### config.mk
export PLATFORM = sky130hd
export DESIGN_NAME = filter_decim_out
export DESIGN_NICKNAME = d
export VERILOG_FILES = /design/src/rtl/filter_decim_out.sv
export SDC_FILE = /design/constraint.sdc
export NUM_CORES = 1
export LEC_CHECK = 0
export CORE_ASPECT_RATIO = 1.5
export CORE_MARGIN = 5
export CORE_UTILIZATION = 45
export CTS_BUF_LIST = sky130_fd_sc_hd__clkbuf_2 sky130_fd_sc_hd__clkbuf_4 sky130_fd_sc_hd__clkbuf_8
export DETAILED_ROUTE_END_ITERATION = 8
export GPL_TIMING_DRIVEN = 0
export PLACE_DENSITY = 0.77
export SYNTH_ARGS = -nofsm -noshare
export SYNTH_HDL_FRONTEND = slang
export SYNTH_SLANG_ARGS = --single-unit
### constraint.sdc
create_clock -name clk -period 8.4 [get_ports clk]
set_clock_uncertainty 0.15 [all_clocks]
set_input_delay 1.26 -clock clk [delete_from_list [all_inputs] [get_ports clk]]
set_output_delay 1.26 -clock clk [all_outputs]
set_load 0.03 [all_outputs]
### src/rtl/filter_decim_out.sv
// filter_decim_out: block-averages 2^DECIM_LOG2 filter samples, saturates to OUT_W bits,
// and queues flagged results in a first-word-fall-through FIFO with overflow/drop counters.
module filter_decim_out #(
   parameter int DECIM_LOG2 = 2,
   parameter int OUT_W = 8,
   parameter int DEPTH = 4
) (
   input  logic              clk,
   input  logic              rst,
   input  logic [15:0]       data_in,
   input  logic              overflow_in,
   input  logic              in_valid,
   output logic [OUT_W-1:0]  out_data,
   output logic              out_flag,
   output logic              out_valid,
   input  logic              out_ready,
   output logic [15:0]       ovf_count,
   output logic [7:0]        drop_count
);
   localparam int AW = 16 + DECIM_LOG2;
   localparam int PW = $clog2(DEPTH);
   localparam logic signed [AW-1:0] s_max = AW'((1 << (OUT_W - 1)) - 1);
   localparam logic signed [AW-1:0] s_min = ~s_max;

   logic signed [AW-1:0] acc, sum, mean;
   logic [DECIM_LOG2-1:0] cnt;
   logic win_ovf, win_end, sat, pop, full, push, drop;
   logic [OUT_W-1:0] value;
   logic [OUT_W:0] mem [DEPTH];
   logic [PW-1:0] wr_ptr, rd_ptr;
   logic [PW:0] occ;

   assign win_end = in_valid & (&cnt);
   assign sum = acc + {{DECIM_LOG2{data_in[15]}}, data_in};
   // arithmetic shift floors the mean toward minus infinity
   assign mean = sum >>> DECIM_LOG2;
   assign sat = (mean > s_max) || (mean < s_min);
   assign value = mean > s_max ? s_max[OUT_W-1:0] : mean < s_min ? s_min[OUT_W-1:0] : mean[OUT_W-1:0];
   assign out_valid = occ != '0;
   assign full = occ == (PW+1)'(DEPTH);
   assign pop = out_valid & out_ready;
   assign push = win_end & (~full | pop);
   assign drop = win_end & full & ~pop;
   // gating by out_valid keeps the outputs at zero through and after reset
   assign {out_flag, out_data} = out_valid ? mem[rd_ptr] : '0;

   always_ff @(posedge clk or posedge rst)
      if (rst) begin
         acc <= '0;
         cnt <= '0;
         win_ovf <= 1'b0;
      end else if (in_valid) begin
         acc <= win_end ? '0 : sum;
         cnt <= cnt + DECIM_LOG2'(1);
         win_ovf <= ~win_end & (win_ovf | overflow_in);
      end

   always_ff @(posedge clk)
      if (push) mem[wr_ptr] <= {sat | win_ovf | overflow_in, value};

   always_ff @(posedge clk or posedge rst)
      if (rst) begin
         wr_ptr <= '0;
         rd_ptr <= '0;
         occ <= '0;
      end else begin
         if (push) wr_ptr <= wr_ptr + PW'(1);
         if (pop) rd_ptr <= rd_ptr + PW'(1);
         occ <= occ + (PW+1)'(push) - (PW+1)'(pop);
      end

   always_ff @(posedge clk or posedge rst)
      if (rst) begin
         ovf_count <= '0;
         drop_count <= '0;
      end else begin
         if (in_valid & overflow_in & ~&ovf_count) ovf_count <= ovf_count + 16'd1;
         if (drop & ~&drop_count) drop_count <= drop_count + 8'd1;
      end
endmodule

==> impl_metrics.json <==
{
  "vias": 3239,
  "worstPathBufferInverterCount": 1,
  "final_area_sq_mm": 0.00565,
  "synth.distinct_cells": 65,
  "worstHoldPathType": "flip-flop to flip-flop",
  "grt_overflow": 0,
  "multi_input_area_sq_mm": 0.00229,
  "cts_buffer_depth": 2,
  "setup_viol_count_final": 0,
  "maxSlewHeadroom_pct": 49.7,
  "grt_start_max_net_pins": 40,
  "worstSkewPairLatency_ns": 0.36,
  "min-delay-start": "cnt[0]$_DFFE_PP0P_",
  "cts_setup_buffers": 0,
  "async_flop_share_pct": 59.1,
  "synth_nets": 433,
  "grt_pass1_vias": 3415,
  "p_per_area_mw_per_mm2": 358,
  "tightestPinTransition_ns": 0.755,
  "final_nets": 498,
  "cp_top_family": "compound AO/OA/AOI/OAI gates",
  "num_rows": 46,
  "yosysTopAreaCellShare_pct": 27.3,
  "setup_slack_ns": 4.08,
  "path_class": "primary input to flip-flop",
  "critPathRequiredTime_ns": 8.28,
  "period_share_pct": 51.4,
  "die-width_um": 94.0,
  "r2r_end": "mem[1][8]$_DFFE_PP_",
  "worstRegToRegCells": 11,
  "coreArea_sq_mm": 0.0105,
  "dieArea_sq_mm": 0.0128,
  "gp_congestion": 0.825,
  "finalWirelength_um": 9640,
  "grt_pass1_wl_um": 16400,
  "max_freq_mhz": 232,
  "synth.area.top_cells": "dfrtp_1, edfxtp_1, ha_1, mux4_2, xnor2_1",
  "drc": 0,
  "syn_area_sq_mm": 0.00476,
  "viasPerCell": 5.42,
  "worstReg2RegStart": "acc[0]$_DFFE_PP0P_",
  "report.final.slew_viol_count": 0,
  "leakage_nw": 2.22,
  "drive_gt1_share_pct": 11.7,
  "pre_cts_ws_ns": 3.75,
  "antenna_found_initial": 0,
  "postCtsHoldBufs": 0,
  "irDropWorstVdd_mv": 0.132,
  "place_area_sq_mm": 0.00549,
  "start_util_pct": 45.4,
  "synthFlopType": "dfrtp_1",
  "htreeDepth": 3,
  "endpoint_kind": "flip-flop",
  "slowest_stage": "clkdlybuf4s50_1",
  "pin_count": 55,
  "clk_pin_slew_ns": 0.09,
  "cts.sinks": 88,
  "synth_area_leader_cell": "dfrtp_1",
  "critPathMaxFanout": 7,
  "num_antenna_cells": 0,
  "ys_seq_area_share_pct": 50.1,
  "hold_violations": 0,
  "holdPathEnd": "cnt[0]$_DFFE_PP0P_",
  "syn_inst": 384,
  "path_cells": "clkdlybuf4s50_1 -> ha_1 -> a211oi_1 -> o211ai_2 -> a21boi_2 -> or3_1 -> nand4_1 -> o21bai_4 -> nor4_1 -> a41oi_1",
  "ff_latch_area_sq_mm": 0.00238,
  "min_period_ns": 4.32,
  "slowest_delay_ns": 0.46,
  "grt.total_usage_pct": 16.4,
  "cts_resized": 0,
  "hold_depth": 1,
  "dr.pass1.iters": 6,
  "tns_ns": 0,
  "cts_tree": "yes",
  "dp_hpwl_um": 7300,
  "die_y_um": 136,
  "regToRegSetupSlack_ns": 5.07,
  "cts_root_buf": "clkbuf_8",
  "cts_buffers": 9,
  "syn_to_final_growth_pct": 18.8,
  "synth-edff-count": 36,
  "yosysWarnings": 0,
  "status": "finished clean",
  "syn_area_per_cell_sq_um": 12.4,
  "rsz0062_at_grt": "no",
  "maxCapViolCount": 0,
  "cp-start-kind": "primary input",
  "wl_per_cell_um": 16.1,
  "nFillCells": 941,
  "drt_iter0_drc": 139,
  "synth_seq_cells": 88,
  "arrival_ns": 4.20,
  "io_buffer_count": 53,
  "drtAntennaViolNets": 0
}
==> logic make-up after synthesis <==
| logic type | synth area share, % |
|---|---|
| AO/OA/AOI/OAI | 12.9 |
| XOR/XNOR | 7.68 |
| adder cells (fa/ha/maj) | 7.68 |
| buffers and inverters | 1.89 |
| flip-flops | 50.1 |
| multiplexers | 5.18 |
| AND/OR/NAND/NOR | 14.6 |
==> report_power, final <==
group	switching, mW	leakage (nW)	internal (mW)
Clock	0.148	0.0754	0.104
Combinational	0.649	1.15	0.455
Sequential	0.0651	0.992	0.605
==> worst max path at each step <==
stage / start / to / slack (ns) / cells after the start
after detailed placement: data_in[1] / mem[0][3]$_DFFE_PP_ / 3.75 / 10
after global placement: data_in[1] / mem[0][4]$_DFFE_PP_ / 3.81 / 10
after floorplan: data_in[0] / mem[0][1]$_DFFE_PP_ / 4.62 / 11
after CTS: data_in[1] / mem[3][3]$_DFFE_PP_ / 4.12 / 10
after global routing: data_in[1] / mem[0][1]$_DFFE_PP_ / 3.82 / 10
final: data_in[1] / mem[1][8]$_DFFE_PP_ / 4.08 / 10
==> placed cells by master, fill, tap and decap left out, types with 3 or more instances in the layout <==
master and count:
clkdlybuf4s50_1 53, dfrtp_1 52, edfxtp_1 36, ha_1 26, nand2_1 23, xnor2_1 22, xor2_1 16, nor2_1 15
and2_1 15, a21oi_1 15, inv_1 11, o2bb2ai_1 11, nand3_1 10, mux4_2 9, clkbuf_8 9, nor3_1 8
o22ai_1 8, clkbuf_1 7, nand4_1 7, o21ai_0 7, a22o_1 6, and3_1 5, nand2b_1 5, nor4b_2 5
clkinv_1 5, a21o_1 4, mux2_2 3, nor2b_1 3, a211oi_1 3
==> synth_stat cells (2+ instances only) <==
master,number
nor3_2,2
mux4_2,9
nand3_1,10
o21a_1,2
ha_1,26
o2bb2ai_1,11
nor2_1,15
nand2b_1,5
edfxtp_1,36
and3_1,5
fa_1,2
xor2_1,16
a41oi_1,2
a22o_1,6
inv_1,12
or3_1,2
and4_1,2
nand2_1,23
a211oi_1,3
nor3_1,8
clkbuf_1,7
dfrtp_1,52
nor3b_1,2
o21ai_1,2
nand4_1,7
a21o_1,4
nor4b_2,5
o211ai_2,2
o22ai_1,8
o21ai_0,7
xnor2_1,22
o211a_1,2
nor2b_1,3
or2_2,2
a21oi_1,15
a31oi_1,2
and2_1,15
mux2_2,3
==> routing by layer <==
| layer | global-route usage [%] | up-vias | share of wire [%] |
|---|---|---|---|
| met5 | 0 | - | 0 |
| met4 | 6.67 | 0 | 2.3 |
| met3 | 2.66 | 17 | 3.1 |
| met2 | 29.6 | 68 | 55 |
| met1 | 19.3 | 1590 | 40 |
| li1 | - | 1564 | - |
==> registers in the layout (all words and copies together) (netlist names) <==
register / count
cnt: 2
drop_count: 8
mem: 36
ovf_count: 16
acc: 18
wr_ptr: 2
win_ovf: 1
occ: 3
rd_ptr: 2
==> cell type report <==
cell class / count / share of cell area, %
Clock buffer: 9 / 2.19
Tap cell: 144 / 3.19
Buffer: 9 / 0.664
Inverter: 14 / 0.930
Multi-Input combinational cell: 273 / 40.4
Timing Repair Buffer: 54 / 9.74
Clock inverter: 7 / 0.686
Sequential cell: 88 / 42.2
==> per-stage QoR <==
stage               total power, mW  hold WS [ns]  cells  util, %
floorplan                      1.49         0.298    384        -
global route                   2.18         0.364    598     54.0
finish                         2.02         0.341    598     54.0
detailed placement             1.79         0.327    582     52.4
CTS                            2.04         0.340    598     54.0
global placement               1.74         0.311    581     52.2
No activity file was read; power rests on OpenSTA's default activity.
